[config.mk]
export PLATFORM = sky130hd
export DESIGN_NAME = tdes_round_ctrl
export DESIGN_NICKNAME = d
export VERILOG_FILES = /design/src/rtl/tdes_pkg.sv /design/src/rtl/tdes_round_cnt.sv /design/src/rtl/tdes_round_ctrl.sv
export SDC_FILE = /design/constraint.sdc
export NUM_CORES = 1
export LEC_CHECK = 0
export BUFFER_PORTS_ARGS = -buffer_cell sky130_fd_sc_hd__buf_2
export CAP_MARGIN = 20
export CORE_MARGIN = 8
export CORE_UTILIZATION = 51
export DETAILED_ROUTE_END_ITERATION = 8
export GPL_TIMING_DRIVEN = 0
export HOLD_SLACK_MARGIN = 0.12
export PLACE_DENSITY = 0.75
export SETUP_SLACK_MARGIN = 0.5
export SYNTH_ARGS = -nofsm -noshare
export SYNTH_HDL_FRONTEND = slang
export SYNTH_SLANG_ARGS = --single-unit
[constraint.sdc]
create_clock -name clk -period 1.7 [get_ports clk]
set_input_delay 0.085 -clock clk [delete_from_list [all_inputs] [get_ports clk]]
set_output_delay 0.085 -clock clk [all_outputs]
set_load 0.05 [all_outputs]
[src/rtl/tdes_pkg.sv]
// rtl/tdes_pkg.sv - shared states, key encodings and shift tables for the TDES round sequencer
package tdes_pkg;

  localparam int NUM_ROUNDS_DEF = 16;
  localparam int NUM_STAGES_DEF = 3;

  typedef enum logic [2:0] {
    IDLE,
    LOAD,
    ROUND,
    STAGE_END,
    DONE
  } tdes_state_e;

  localparam logic [1:0] KEY1 = 2'd0;
  localparam logic [1:0] KEY2 = 2'd1;
  localparam logic [1:0] KEY3 = 2'd2;

  // Index 15 is the leftmost entry; decrypt skips the rotate on round 0.
  localparam logic [15:0][1:0] SHIFT_ENC = {2'd1, 2'd2, 2'd2, 2'd2, 2'd2, 2'd2, 2'd2, 2'd1,
                                            2'd2, 2'd2, 2'd2, 2'd2, 2'd2, 2'd2, 2'd1, 2'd1};
  localparam logic [15:0][1:0] SHIFT_DEC = {2'd1, 2'd2, 2'd2, 2'd2, 2'd2, 2'd2, 2'd2, 2'd1,
                                            2'd2, 2'd2, 2'd2, 2'd2, 2'd2, 2'd2, 2'd1, 2'd0};

  function automatic logic [1:0] shift_lookup(input logic dir, input logic [3:0] rnd);
    return dir ? SHIFT_DEC[rnd] : SHIFT_ENC[rnd];
  endfunction

  function automatic logic [1:0] key_for_stage(input logic mode, input logic [1:0] stage);
    logic [1:0] key;
    case (stage)
      2'd0:    key = mode ? KEY3 : KEY1;
      2'd1:    key = KEY2;
      default: key = mode ? KEY1 : KEY3;
    endcase
    return key;
  endfunction

endpackage

[src/rtl/tdes_round_cnt.sv]
// rtl/tdes_round_cnt.sv - round counter with wrap value and a terminal flag aligned to the count
module tdes_round_cnt (
  input  logic       clk,
  input  logic       rst,
  input  logic       en,
  input  logic       clr,
  input  logic [3:0] wrap,
  output logic [3:0] count,
  output logic       term
);

  logic [3:0] count_d, count_q;
  logic       term_d, term_q;

  always_comb begin
    count_d = count_q;
    if (clr) begin
      count_d = 4'd0;
    end else if (en) begin
      count_d = (count_q == wrap) ? 4'd0 : count_q + 4'd1;
    end
    term_d = (count_d == wrap);
  end

  always_ff @(posedge clk or posedge rst) begin
    if (rst) begin
      count_q <= 4'd0;
      term_q  <= 1'b0;
    end else begin
      count_q <= count_d;
      term_q  <= term_d;
    end
  end

  assign count = count_q;
  assign term  = term_q;

endmodule

[src/rtl/tdes_round_ctrl.sv]
// rtl/tdes_round_ctrl.sv - sequences LOAD, 3x16 Feistel rounds and DONE for one EDE/DED block
module tdes_round_ctrl
  import tdes_pkg::*;
#(
  parameter int NUM_ROUNDS = NUM_ROUNDS_DEF,
  parameter int NUM_STAGES = NUM_STAGES_DEF
) (
  input  logic       clk,
  input  logic       rst,
  input  logic       start,
  input  logic       decrypt,
  input  logic       abort,
  output logic       ready,
  output logic       load_data,
  output logic       round_en,
  output logic [3:0] round,
  output logic [1:0] stage,
  output logic [1:0] key_sel,
  output logic       dir,
  output logic [1:0] shift_amt,
  output logic       last_round,
  output logic       done
);

  localparam logic [3:0] LAST_ROUND = 4'(NUM_ROUNDS - 1);
  localparam logic [1:0] LAST_STAGE = 2'(NUM_STAGES - 1);

  tdes_state_e state_d, state_q;
  logic [1:0]  stage_d, stage_q;
  logic        mode_d, mode_q;
  logic        ready_d, ready_q;
  logic        load_data_d, load_data_q;
  logic        round_en_d, round_en_q;
  logic        done_d, done_q;
  logic [1:0]  key_sel_d, key_sel_q;
  logic        dir_d, dir_q;
  logic [3:0]  cnt_round;
  logic        cnt_term;

  // Counter only runs in ROUND; any other state (or abort) parks it at zero.
  tdes_round_cnt u_round_cnt (
    .clk   (clk),
    .rst   (rst),
    .en    (state_q == ROUND),
    .clr   (abort || (state_q != ROUND)),
    .wrap  (LAST_ROUND),
    .count (cnt_round),
    .term  (cnt_term)
  );

  always_comb begin
    state_d = state_q;
    stage_d = stage_q;
    mode_d  = mode_q;
    case (state_q)
      IDLE: begin
        if (start && !abort) begin
          state_d = LOAD;
          mode_d  = decrypt;
        end
      end
      LOAD:      state_d = ROUND;
      ROUND: begin
        if (cnt_term) begin
          if (stage_q < LAST_STAGE) begin
            state_d = STAGE_END;
            stage_d = stage_q + 2'd1;
          end else begin
            state_d = DONE;
          end
        end
      end
      STAGE_END: state_d = ROUND;
      DONE:      state_d = IDLE;
      default:   state_d = IDLE;
    endcase
    if (abort && (state_q != IDLE)) begin
      state_d = IDLE;
    end
    if (state_d == IDLE) begin
      stage_d = 2'd0;
    end
    ready_d     = (state_d == IDLE);
    load_data_d = (state_d == LOAD);
    round_en_d  = (state_d == ROUND);
    done_d      = (state_d == DONE);
    key_sel_d   = (state_d == IDLE) ? KEY1 : key_for_stage(mode_d, stage_d);
    dir_d       = (state_d != IDLE) && (mode_d ^ (stage_d == 2'd1));
  end

  always_ff @(posedge clk or posedge rst) begin
    if (rst) begin
      state_q     <= IDLE;
      stage_q     <= 2'd0;
      mode_q      <= 1'b0;
      ready_q     <= 1'b1;
      load_data_q <= 1'b0;
      round_en_q  <= 1'b0;
      done_q      <= 1'b0;
      key_sel_q   <= KEY1;
      dir_q       <= 1'b0;
    end else begin
      state_q     <= state_d;
      stage_q     <= stage_d;
      mode_q      <= mode_d;
      ready_q     <= ready_d;
      load_data_q <= load_data_d;
      round_en_q  <= round_en_d;
      done_q      <= done_d;
      key_sel_q   <= key_sel_d;
      dir_q       <= dir_d;
    end
  end

  assign ready      = ready_q;
  assign load_data  = load_data_q;
  assign round_en   = round_en_q;
  assign round      = cnt_round;
  assign stage      = stage_q;
  assign key_sel    = key_sel_q;
  assign dir        = dir_q;
  assign shift_amt  = round_en_q ? shift_lookup(dir_q, cnt_round) : 2'd0;
  assign last_round = round_en_q && cnt_term;
  assign done       = done_q;

endmodule

# Word-level counts from Yosys, hierarchy flattened
# Memory sizes are Yosys's and may differ from the RTL's.
# Cells that the tools add are included.
# word_totals
register_bits,18
romBits,64
in_bits,5
out_inout_bits,16
word_cells,62
memories,2
# op_classes
n_addsub,2
order_cmp,2
n_eq_ne,10
n_mux,22
n_bitwise,1
n_reduce_logical,12
# memory_table
name,depth,word_bits,rd,rd_ports_with_merged_regs,write_ports,line,rtl
(no name shown),16,2,1,0,0,tdes_pkg.sv:26,return dir ? SHIFT_DEC[rnd] : SHIFT_ENC[rnd];
(no name shown),16,2,1,0,0,tdes_pkg.sv:26,
# op_table
op,count
$mux W2,11
$mux W3,4
$mux W4,3
$eq A3 B2 Y1 const B,3
$pmux W3 S3,1
$eq A4 B4 Y1 const B,2
$eq A3 B1 Y1 const B,2
$logic_not A3 Y1,2
$reduce_bool A3 Y1,2
$lt A4 B5 Y1 const B,1
$add A4 B1 Y4 const B,1
$logic_and A1 B1 Y1,4
$pmux W2 S2,1
$eq A3 B3 Y1 const B,1
$ne A3 B2 Y1 const B,1
$add A2 B1 Y2 const B,1
$eq A2 B1 Y1 const B,1
$logic_not A2 Y1,1
$lt A2 B2 Y1 const B,1
$mux W1,2
$reduce_or A2 Y1,1
$logic_not A1 Y1,1
$logic_or A1 B1 Y1,1
$xor A1 B1 Y1,1

# Longest topological paths before layout
# Gate-level depths: netlist (run 1).
# logic_depth
ltp_word,10
depth_mapped,7

# Hierarchy
# Synthesis (run 1) repeated with hierarchy kept, for this count alone.
# unflattened
hier_cells,127
hier_area_um2,1171.1
# modules_own_cells
mod,instances,cells_per_inst,area_each_um2,seq_area_each_um2
tdes_round_ctrl,1,65,689.4,326.6
tdes_round_cnt,1,62,481.7,125.1

# Worst setup path before layout (run 1)
# Ideal clock, no wire load.
# synth_timing
path_type,register -> output
start,register u_round_cnt.count_q[0] (netlist: u_round_cnt.count[0])
end,output port shift_amt[1]
arrival_time_ns,1.993
slack_ns,-0.378
stages_incl_launch_ff,6
path_cell_list,dfrtp_1 > inv_1 > ha_1 > nand2_1 > o21ai_0 > a21oi_1
# synth_between
elab_chain_len,4
elab_cells_between_ends,6
cone_classes,4 x mux; 2 x memory
# synth_rtl
item,line,rtl
"start, declared",tdes_round_cnt.sv:12,"logic [3:0] count_d, count_q;"
"start signal, assigned",tdes_round_cnt.sv:30,count_q <= count_d;
$mem_v2 Z16 W2,-,
$mux W2 (implied by the code),tdes_pkg.sv:26,
$mux W2 *,tdes_pkg.sv:26,
$mux W2 *,tdes_round_ctrl.sv:122,"assign shift_amt = round_en_q ? shift_lookup(dir_q, cnt_round) : 2'd0;"
"end, declared",tdes_round_ctrl.sv:20,"output logic [1:0] shift_amt,"
# Mark *: on every way between the ends. The rest lies on a longest branch, timed or not. The select of a mux whose other input is x is not followed.

# Worst setup path after layout (run 1)
# layout_timing
start,register u_round_cnt.count_q[1] (netlist: u_round_cnt.count[1])
end,output port shift_amt[0]
# Same word-level chain as after synthesis.

==> impl_metrics.py, run 1 <==
metrics = {
    "drt": {
        "via_per_inst": 6.18,
        "drc": 0,
        "vias": 933,
        "routedWlPerCell_um": 25.0,
        "drt-total-wl_um": 3780,
        "ant_nets": 0,
        "drt_iter0_drc": 36,
        "dr.pass1.iters": 4,
    },
    "setup_path": {
        "startpoint_type": "register",
        "critPathMaxStageDelay_ns": 0.44,
        "crit_chain": "inv_4, buf_4, ha_4, mux2i_1, o21ai_1, and2_4, buf_8",
        "path_max_fanout": 4,
        "timing.rr.end": "key_sel[1]",
        "cp_slowest_cell": "dfrtp_2",
        "endpoint_kind": "output pin",
        "worst_ep_required_time_ns": 1.62,
        "crit_start": "u_round_cnt.count[1]",
        "critPathArrivalTime_ns": 1.67,
        "rr_startpoint": "state_q[2]",
        "reg2regPathDepth": 6,
        "rrSetupSlack_ns": 0.05,
        "path_class": "register to output pin",
    },
    "cts": {
        "clkSlewWorstSetupHoldPaths_ns": 0.11,
        "cts_max_level": 1,
        "numCtsBuffers": 3,
        "clk_latency_ns": 0.30,
        "cts.sinks": 18,
        "cts_tree": "built",
        "root_buffer": "clkbuf_4",
        "clock_path_buffers": 2,
    },
    "global_routing": {
        "grt_usage": 0.147,
        "grt_pass1_wl_um": 3730,
        "antenna_found_initial": 1,
        "grt.overflow.total": 0,
        "first_global_vias": 817,
        "grt_max_degree": 19,
    },
    "final_layout": {
        "synthToLayoutAreaGrowth_pct": 83.2,
        "multi_input_area_um2": 646,
        "finalNonFillerCells": 151,
        "final_cell_area_um2": 1610,
        "final_util": 0.965,
        "fin_nets": 144,
        "fillCellCount": 34,
        "drive_above_1_share": 0.759,
        "seqCellArea_um2": 464,
    },
    "floorplanning": {
        "row_count": 15,
        "die_y_um": 57.5,
        "fp.dieW_um": 57.5,
        "die_area_um2": 3310,
        "ios": 21,
        "start_util": 0.527,
        "core_um2": 1670,
    },
    "power_and_ir_drop": {
        "combPwrFrac": 0.243,
        "power_frac_clock": 0.278,
        "swShare": 0.307,
        "power_leakage_nw": 0.677,
        "p_int_mw": 0.682,
        "p_sw_mw": 0.303,
        "seqPwrFrac": 0.479,
        "p_per_area_nw_per_um2": 611,
        "irDropWorstVdd_uv": 571,
    },
    "timing": {
        "slew_headroom": 0.556,
        "fin_crit_sh": 1.03,
        "fin_skew_ns": 0.00206,
        "rsz0062_at_grt": "true",
        "max_freq_mhz": 570,
        "hold_viol_final": 0,
        "worst_pin_slew_ns": 0.665,
        "worst_slack_ns": -0.0558,
        "final-setup-viol-count": 1,
        "slew_violations": 0,
        "min_period_ns": 1.76,
    },
    "logic_synthesis": {
        "seq_area_frac_synth": 0.514,
        "syn_nets": 93,
        "ys_ff_latch": 18,
        "avgSynthCellArea_um2": 10.6,
        "synthCells": 83,
        "yosys_warnings": 0,
        "netlist_area_um2": 880,
        "yosysUniqueCellTypes": 31,
    },
    "place": {
        "dp_cells": 120,
        "dpl.hpwl_um": 1350,
        "io_buffers": 20,
        "post_dp_cell_area_um2": 1050,
        "place_ws_ns": 0.160,
        "gp_congestion": 0.777,
    },
    "status": {
        "failed_checks": "negative setup slack",
        "status": "complete, but fails checks",
    },
    "min_path": {
        "hold_start": "decrypt",
        "whs_path_depth": 4,
        "hp-class": "primary input to register",
        "holdPathEnd": "mode_q",
    },
    "run": {
        "maxCapViolations": 0,
    },
}
layout make-up:
type,instances,area share
Antenna cell,1,0.00155
Buffer,1,0.00699
Clock buffer,4,0.0225
Inverter,7,0.0179
Multi-Input combinational cell,57,0.401
Sequential cell,18,0.288
Tap cell,17,0.0132
Timing Repair Buffer,46,0.249
routing by layer:
layer | part of all wire | GRT usage | up-vias
met2 | 0.51 | 0.249 | 60
li1 | - | - | 389
met3 | 0.073 | 0.0404 | 26
met4 | 0.064 | 0.100 | 0
met5 | 0 | 0 | -
met1 | 0.35 | 0.155 | 458
state kept, by name, indices dropped and copies added (netlist names):
signal and flops:
u_round_cnt.count 4, mode_q 1, round_en 1, dir 1, done 1, u_round_cnt.term 1, stage 2, state_q 3
load_data 1, ready 1, key_sel 2
repair_timing:
| action | in CTS | in global routing |
|---|---|---|
| pin swaps | 16 | 14 |
| setup buffers | 17 | 6 |
| hold buffers | 3 | 0 |
| endpoints found under the setup margin | 12 | 20 |
| gates resized for setup | 36 | 45 |
| endpoints found under the hold margin | 20 | 0 |
cell families after synthesis:
kind of cell,after synthesis,synth area share
buffers and inverters,8,0.0384
DFF,18,0.514
xor gates and xnor gates,2,0.0199
adders and majority gates,5,0.0711
AOI/OAI and AO/OA,14,0.0939
muxes,2,0.0228
and+or+nand+nor,34,0.240
through the flow:
step	total power [mW]	hold WS (ns)	setup TNS, ns
2_1_floorplan	0.576	0.0224	0
6_report	0.985	0.185	-0.0558
4_1_cts	0.922	0.148	0
5_1_grt	1.01	0.187	-0.103
3_5_place_dp	0.611	0.203	0
3_3_place_gp	0.607	0.200	0
placed cells by master, fill, tap and decap left out, types with 2 or more instances in the layout:
cell type / n
buf_2: 14
buf_4: 10
inv_2: 5
nand2_2: 2
nor3_2: 3
a21oi_2: 2
nand2_1: 2
dfrtp_2: 10
nor2_4: 4
buf_6: 18
ha_4: 4
xnor2_1: 2
clkbuf_4: 3
a21oi_4: 2
dlygate4sd3_1: 3
nor2_1: 5
o21ai_2: 2
dfrtp_1: 7
power groups by stage:
stage / sequential, mW / clock, mW / combinational (mW)
CTS: 0.465 / 0.263 / 0.194
finish: 0.472 / 0.274 / 0.240
detailed placement: 0.473 / 0 / 0.138
global route: 0.473 / 0.286 / 0.249
floorplan: 0.511 / 0 / 0.0655
global placement: 0.471 / 0 / 0.136
synth_stat cells:
cell type,number,area share
inv_1,7,0.030
a21oi_1,4,0.023
and2_1,3,0.021
and4bb_2,1,0.014
nor2_4,1,0.013
a31oi_1,1,0.0071
nand2_1,5,0.021
dfrtp_1,17,0.48
o31ai_1,1,0.0085
buf_4,1,0.0085
nor2b_1,1,0.0071
nor4b_1,2,0.020
o21ai_0,5,0.028
nand3_1,1,0.0057
o21a_1,1,0.0085
nand4bb_1,1,0.013
nand3b_1,1,0.0085
nor3b_1,2,0.017
or3b_1,1,0.010
dfstp_2,1,0.030
xnor2_1,2,0.020
or4_1,1,0.0085
a21oi_2,1,0.010
and3_4,1,0.013
and4_1,1,0.010
ha_1,5,0.071
and3_1,1,0.0071
nor2_1,8,0.034
a21boi_0,1,0.0085
nor3_1,3,0.017
mux2i_1,2,0.023
worst max-delay path, delay by kind of cell (launching register included):
kind                     cells  cell delay, ns
flip-flops                   1            0.44
buffers and inverters        3            0.34
multiplexers                 1            0.18
AND/OR/NAND/NOR              1            0.15
adder cells (fa/ha/maj)      1            0.14
AO/OA/AOI/OAI                1            0.10
worst max path at each step:
stage,depth (start not counted),end
final,7,shift_amt[0]
after global routing,7,shift_amt[0]
after CTS,8,shift_amt[0]
after detailed placement,6,key_sel[1]
after global placement,6,key_sel[1]
after floorplan,6,key_sel[1]
No activity file was read; power rests on OpenSTA's default activity.
==> inputs of run 2 (changes only) <==
==> constraint.sdc (replaced) <==
create_clock -name clk -period 1.7 [get_ports clk]
set_input_delay 0.17 -clock clk [delete_from_list [all_inputs] [get_ports clk]]
set_output_delay 0.17 -clock clk [all_outputs]
set_load 0.05 [all_outputs]
==> run 2 against run 1 <==
Against the previous run:
- the run now fails in global routing
- synthesized area unchanged
- synthesized cell count stayed put
==> impl_metrics.py, run 2 <==
metrics = {
    "logic_synthesis": {
        "synth_edf_count": 0,
        "seq_area_frac_synth": 0.514,
        "synth.area.top_cells": "dfrtp_1 (48%), ha_1 (7.1%), nor2_1 (3.4%)",
        "yosys_warnings": 0,
        "yosysMostFrequentCell": "dfrtp_1",
        "yosysUniqueCellTypes": 31,
        "async_flop_share": 1.00,
        "netlist_area_um2": 880,
        "syn_nets": 93,
        "synth_area_leader_cell": "dfrtp_1",
        "ys_ff_latch": 18,
        "netlist.area_leader.share": 0.484,
        "avgSynthCellArea_um2": 10.6,
        "synth_commonest_cells": "dfrtp_1 (17), nor2_1 (8), inv_1 (7)",
        "ys.flop_type": "dfrtp_1",
        "synthCells": 83,
    },
    "status": {
        "stop_error": "[ERROR DPL-0033] detailed placement checks failed during check placement.",
        "lastStage": "global routing",
        "status": "aborted with a tool error",
    },
    "cts": {
        "cts.sinks": 18,
        "numCtsBuffers": 3,
        "cts_max_level": 1,
        "root_buffer": "clkbuf_4",
        "clock_path_buffers": 2,
    },
    "floorplanning": {
        "ios": 21,
        "start_util": 0.527,
        "fp.dieW_um": 57.5,
        "row_count": 15,
        "die_y_um": 57.5,
    },
    "global_routing": {
        "antenna_found_initial": 0,
        "grt_max_degree": 19,
    },
    "timing": {
        "worst_endpoint": "shift_amt[0]",
        "worst_endpoint_kind": "output port",
    },
    "place": {
        "io_buffers": 20,
        "dpl.hpwl_um": 1350,
        "dp_cells": 120,
        "gp_congestion": 0.775,
    },
}
run 2: cell counts after synthesis:
No cell type changed its count.
run 2: kinds of logic after synthesis:
group / share of synthesized area
simple gates: 0.240
mux: 0.0228
flops: 0.514
fa+ha+maj: 0.0711
buf+inv: 0.0384
compound gates: 0.0939
xor+xnor: 0.0199
run 2: per-stage QoR:
stage | utilization | cell area [µm²] | hold slack, ns | TNS [ns] | setup slack, ns
2_1_floorplan | - | 931 | 0.107 | 0 | 0.0961
3_3_place_gp | 0.630 | 1050 | 0.284 | 0 | 0.157
3_5_place_dp | 0.630 | 1050 | 0.290 | 0 | 0.132
4_1_cts | 0.831 | 1390 | 0.139 | -0.0693 | -0.0424
run 2: timing repair:
| item | in CTS |
|---|---|
| hold endpoints to repair | 18 |
| hold buffers | 2 |
| gates resized for setup | 46 |
| endpoints found under the setup margin | 14 |
| pin swaps | 20 |
| buffers inserted | 16 |
| gates cloned | 0 |
==> inputs of run 3 (changes only) <==
--- a/config.mk
+++ b/config.mk
@@ -7,13 +7,11 @@
 export LEC_CHECK = 0
 export BUFFER_PORTS_ARGS = -buffer_cell sky130_fd_sc_hd__buf_2
 export CAP_MARGIN = 20
-export CORE_MARGIN = 8
-export CORE_UTILIZATION = 51
+export CORE_AREA = 8 8 69 71
 export DETAILED_ROUTE_END_ITERATION = 8
+export DIE_AREA = 0 0 77 79
 export GPL_TIMING_DRIVEN = 0
-export HOLD_SLACK_MARGIN = 0.12
-export PLACE_DENSITY = 0.75
-export SETUP_SLACK_MARGIN = 0.5
+export PLACE_DENSITY_LB_ADDON = 0.15
 export SYNTH_ARGS = -nofsm -noshare
 export SYNTH_HDL_FRONTEND = slang
 export SYNTH_SLANG_ARGS = --single-unit
==> run 3 against run 2 <==
Against the previous run:
- the run now ends clean
==> impl_metrics.py, run 3 (synthesized netlist as in run 1, its figures left out) <==
metrics = {
    "global_routing": {
        "grt_pass1_wl_um": 3200,
        "use_met1": 0.0721,
        "first_global_vias": 700,
        "grt_most_used_layer": "met2",
        "antenna_found_initial": 0,
        "grt_util_met3": 0.0214,
        "grt.overflow.total": 0,
        "grt_max_degree": 19,
        "grt_usage": 0.0674,
        "grtUsageMet2": 0.108,
    },
    "drt": {
        "vias": 686,
        "routedWlPerCell_um": 11.9,
        "drt_iter0_drc": 12,
        "drc": 0,
        "via_per_inst": 4.31,
        "drt-total-wl_um": 1890,
        "dr.pass1.iters": 3,
        "ant_nets": 0,
    },
    "timing": {
        "fin_skew_ns": 0.000898,
        "rsz0062_at_grt": "true",
        "hold_viol_final": 0,
        "min_period_ns": 1.66,
        "slew_headroom": 0.457,
        "worst_pin_slew_ns": 0.807,
        "hold_slack_ns": 0.00900,
        "fin_crit_sh": 0.977,
        "slew_violations": 0,
        "max_freq_mhz": 602,
        "final-setup-viol-count": 0,
    },
    "cts": {
        "clock_path_buffers": 2,
        "clkSlewWorstSetupHoldPaths_ns": 0.07,
        "clk_latency_ns": 0.25,
        "root_buffer": "clkbuf_8",
        "cts.sinks": 18,
        "cts_max_level": 1,
        "numCtsBuffers": 3,
        "hold_buffers": 0,
        "cts_tree": "built",
    },
    "setup_path": {
        "critPathArrivalTime_ns": 1.49,
        "path_class": "register to output pin",
        "startpoint_type": "register",
        "rrSetupSlack_ns": 0.13,
        "reg2regPathDepth": 6,
        "worst_ep_required_time_ns": 1.53,
        "endpoint_kind": "output pin",
        "path_max_fanout": 5,
    },
    "floorplanning": {
        "row_count": 23,
        "fp.dieW_um": 77,
        "die_y_um": 79,
        "core_um2": 3800,
        "die_area_um2": 6080,
        "start_util": 0.232,
        "ios": 21,
    },
    "power_and_ir_drop": {
        "swShare": 0.264,
        "power_leakage_nw": 0.521,
        "power_frac_clock": 0.366,
        "p_sw_mw": 0.252,
        "irDropWorstVdd_uv": 296,
        "seqPwrFrac": 0.487,
        "combPwrFrac": 0.147,
        "p_int_mw": 0.701,
        "power.total_mw": 0.952,
        "p_per_area_nw_per_um2": 815,
    },
    "place": {
        "io_buffers": 20,
        "dpl.hpwl_um": 1460,
        "gp_congestion": 0.711,
    },
    "status": {
        "status": "finished, final reports clean",
    },
    "final_layout": {
        "multi_input_area_um2": 423,
        "synthToLayoutAreaGrowth_pct": 32.9,
        "fin_nets": 120,
        "seqCellArea_um2": 460,
        "antenna_cells": 0,
        "fillCellCount": 424,
        "drive_above_1_share": 0.413,
        "largest_reg_flops": 4,
        "final_common_cell": "buf_2",
        "layout_common_cells": "buf_2 (18), dfrtp_1 (10), nor2_1 (8)",
    },
    "run": {
        "maxCapViolations": 0,
    },
    "min_path": {
        "hp-class": "primary input to async pin",
    },
}
==> run 3: worst max-delay path: stages (launching register included) <==
cell and delay (ns):
dfrtp_2 0.45, ha_4 0.17, nand2_2 0.04, o21ai_1 0.05
mux2i_1 0.13, o21ai_1 0.09, and2_4 0.16, buf_8 0.14
==> run 3: layout make-up <==
type	count	share of cell area
Timing Repair Buffer	22	0.112
Clock buffer	4	0.0471
Buffer	1	0.00642
Inverter	7	0.0246
Sequential cell	18	0.394
Multi-Input combinational cell	57	0.362
Tap cell	50	0.0535
==> run 3: worst paths after layout <==
check | from | end
max | u_round_cnt.count[0] | shift_amt[0]
min | rst | load_data
max reg2reg | state_q[2] | key_sel[1]
min reg2reg | state_q[2] | state_q[0]
max in group asynchronous | rst | stage[0]
min in group clk | abort | state_q[2]
==> run 3: stage by stage <==
step / area [µm²] / setup TNS (ns) / utilization / cells / setup slack, ns
6_report: 1170 / 0 / 0.308 / 159 / 0.0386
5_1_grt: 1170 / -0.115 / 0.308 / 159 / -0.0600
3_5_place_dp: 1060 / 0 / 0.279 / 153 / 0.0867
4_1_cts: 1140 / -0.0158 / 0.299 / 158 / -0.0158
2_1_floorplan: 898 / 0 / - / 83 / 0.0422
3_3_place_gp: 1060 / 0 / 0.279 / 153 / 0.104
==> run 3: timing repair <==
item | 4_1_cts | 5_1_grt
setup endpoints to repair | 2 | 3
gates resized for setup | 7 | 10
buffers inserted | 1 | 1
endpoints found under the hold margin | 0 | 0
gates cloned | 0 | 0
pin swaps | 0 | 1
==> run 3: per-layer routing <==
layer	wire length, µm	share of wire
met1	864	0.46
met2	864	0.46
met3	105	0.056
met4	57	0.030
met5	0	0
==> run 3: power groups by stage <==
stage	sequential (mW)	combinational (mW)	clock, mW
final	0.464	0.140	0.349
after global placement	0.470	0.135	0
after global routing	0.467	0.154	0.380
after floorplan	0.509	0.0611	0
after detailed placement	0.471	0.136	0
after CTS	0.463	0.142	0.364
==> inputs of run 4 (changes only) <==
--- a/config.mk
+++ b/config.mk
@@ -5,6 +5,7 @@
 export SDC_FILE = /design/constraint.sdc
 export NUM_CORES = 1
 export LEC_CHECK = 0
+export ABC_AREA = 1
 export BUFFER_PORTS_ARGS = -buffer_cell sky130_fd_sc_hd__buf_2
 export CAP_MARGIN = 20
 export CORE_AREA = 8 8 69 71
==> run 4 against run 3 <==
Against the previous run:
- combinational power rose to 5.6 times the previous value
- critical endpoint unchanged
- non-clock buffer count rose by 2
- utilization rose by 3.0 points
- final area up 9.9%
- flip-flop and latch count unchanged
- cell count up 20%
==> impl_metrics.py, run 4 <==
metrics = {
    "timing": {
        "final-setup-viol-count": 0,
        "max_freq_mhz": 595,
        "min_period_ns": 1.68,
        "fin_tns_setup_ns": 0,
        "hold_viol_final": 0,
        "hold_slack_ns": 0.0128,
        "fin_crit_sh": 0.989,
        "slew_violations": 0,
        "rsz0062_at_grt": "true",
        "worst_pin_slew_ns": 0.684,
        "fin_skew_ns": 0.00420,
        "slew_headroom": 0.543,
    },
    "setup_path": {
        "path_max_fanout": 4,
        "critPathArrivalTime_ns": 1.51,
        "path_class": "register to output pin",
        "critPathMaxStageDelay_ns": 0.44,
        "reg2regPathDepth": 7,
        "worst_ep_required_time_ns": 1.53,
        "cp_slowest_cell": "dfrtp_2",
        "endpoint_kind": "output pin",
        "crit_chain": "inv_2, ha_4, nand2_2, a31oi_1, o21ai_1, a21oi_4, buf_6",
        "startpoint_type": "register",
    },
    "power_and_ir_drop": {
        "power_leakage_nw": 0.647,
        "p_per_area_nw_per_um2": 1340,
        "p_sw_mw": 0.767,
        "power_frac_clock": 0.199,
        "swShare": 0.446,
        "seqPwrFrac": 0.343,
        "p_int_mw": 0.954,
        "irDropWorstVdd_uv": 433,
        "combPwrFrac": 0.459,
    },
    "floorplanning": {
        "row_count": 23,
        "die_y_um": 79,
        "ios": 21,
        "die_area_um2": 6080,
        "start_util": 0.248,
        "core_um2": 3800,
        "fp.dieW_um": 77,
    },
    "logic_synthesis": {
        "avgSynthCellArea_um2": 8.42,
        "yosysMostFrequentCell": "inv_1",
        "synth_commonest_cells": "inv_1 (24), dfrtp_1 (17), nand2_1 (17), nor2_1 (10), nand3_1 (9)",
        "yosysUniqueCellTypes": 21,
        "async_flop_share": 1.00,
        "syn_nets": 122,
        "netlist_area_um2": 943,
        "netlist.area_leader.share": 0.451,
        "synth_area_leader_cell": "dfrtp_1",
        "synth.area.top_cells": "dfrtp_1 (45%), inv_1 (9.5%), nand2_1 (6.8%)",
        "synthCells": 112,
        "yosys_warnings": 0,
        "synth_edf_count": 0,
        "ys_ff_latch": 18,
        "ys.flop_type": "dfrtp_1",
        "seq_area_frac_synth": 0.479,
    },
    "min_path": {
        "hp-class": "primary input to async pin",
    },
    "cts": {
        "root_buffer": "clkbuf_8",
        "numCtsBuffers": 3,
        "cts_tree": "built",
        "clkSlewWorstSetupHoldPaths_ns": 0.07,
        "hold_buffers": 0,
        "clock_path_buffers": 2,
        "clk_latency_ns": 0.25,
        "cts.sinks": 18,
        "cts_max_level": 1,
    },
    "drt": {
        "drc": 0,
        "ant_nets": 0,
        "drt-total-wl_um": 2150,
        "routedWlPerCell_um": 11.3,
        "dr.pass1.iters": 3,
        "drt_iter0_drc": 20,
        "vias": 791,
        "via_per_inst": 4.14,
    },
    "final_layout": {
        "final_common_cell": "inv_1",
        "fillCellCount": 417,
        "layout_common_cells": "inv_1 (22), buf_2 (18), dfrtp_1 (15)",
        "fin_nets": 152,
        "largest_reg_flops": 4,
        "drive_above_1_share": 0.383,
        "synthToLayoutAreaGrowth_pct": 36.1,
        "antenna_cells": 0,
        "final_util": 0.338,
        "finalNonFillerCells": 191,
    },
    "place": {
        "dp_cells": 182,
        "gp_congestion": 0.738,
        "dpl.hpwl_um": 1680,
        "io_buffers": 20,
    },
    "run": {
        "maxCapViolations": 0,
    },
    "global_routing": {
        "grt_usage": 0.0733,
        "grt.overflow.total": 0,
        "grt_pass1_wl_um": 3660,
        "antenna_found_initial": 0,
        "grt_max_degree": 19,
        "first_global_vias": 839,
    },
    "status": {
        "status": "finished, final reports clean",
    },
}
-- run 4: cell count changes in the layout (fill, tap and decap cells not counted), sizes merged, moves of 2 or more --
cell and delta:
nor3b -2, inv +18, nor2 +4, nand3 +8
and3 -2, and2 -3, buf +2, mux2i -2
nor4b -2, nand2 +17
-- run 4: repair_timing --
| item | in CTS | in global routing |
|---|---|---|
| setup endpoints to repair | 2 | 2 |
| buffers inserted | 3 | 2 |
| resized for setup | 8 | 9 |
| pin swaps | 1 | 3 |
-- run 4: kinds of logic after synthesis --
kind of cell,count (synthesis),share of synthesized area
xor+xnor,1,0.00929
compound gates,13,0.0769
fa+ha+maj,5,0.0663
flops,18,0.479
simple gates,50,0.269
buf+inv,25,0.0995
-- run 4: cell type report --
cell class                      count  area (µm²)  share of cell area
Clock buffer                        4        55.1              0.0429
Inverter                           25        93.8              0.0731
Multi-Input combinational cell     69         464               0.362
Sequential cell                    18         454               0.354
Tap cell                           50        62.6              0.0487
Timing Repair Buffer               25         154               0.120
-- run 4: routing by layer --
metal,track usage,part of all wire,up-vias
li1,-,-,406
met1,0.0793,0.45,368
met2,0.132,0.48,15
met3,0.0226,0.066,2
met4,0.0283,0.0074,0
met5,0,0,-
-- run 4: final timing paths --
check	start	endpoint	slack, ns
worst max-delay path	u_round_cnt.count[1]	shift_amt[0]	0.02
worst min-delay path	rst	key_sel[0]	0.01
worst max register to register	u_round_cnt.count[1]	u_round_cnt.term	0.34
worst min register to register	mode_q	mode_q	0.55
max in group asynchronous	rst	u_round_cnt.count[1]	1.21
min in group clk	abort	state_q[2]	0.19
-- run 4: power by group through the flow --
stage / clock network [mW] / registers, mW / logic (mW)
2_1_floorplan: 0 / 0.783 / 0.385
3_3_place_gp: 0 / 0.599 / 0.725
3_5_place_dp: 0 / 0.600 / 0.729
4_1_cts: 0.355 / 0.586 / 0.771
5_1_grt: 0.370 / 0.603 / 0.867
6_report: 0.342 / 0.590 / 0.790
-- run 4: through the flow --
stage               setup slack (ns)  cell area [µm²]  power [mW]
finish                        0.0182             1280        1.72
global route                 -0.0633             1280        1.84
CTS                         0.000753             1230        1.71
detailed placement           0.00933             1130        1.33
global placement              0.0226             1130        1.32
floorplan                    0.00291              971        1.17
-- run 4: critical path, delay by kind of cell, from the launching register on --
kind | cells | cell delay, ns
compound gates | 3 | 0.38
fa+ha+maj | 1 | 0.13
buf+inv | 2 | 0.26
flops | 1 | 0.44
simple gates | 1 | 0.05
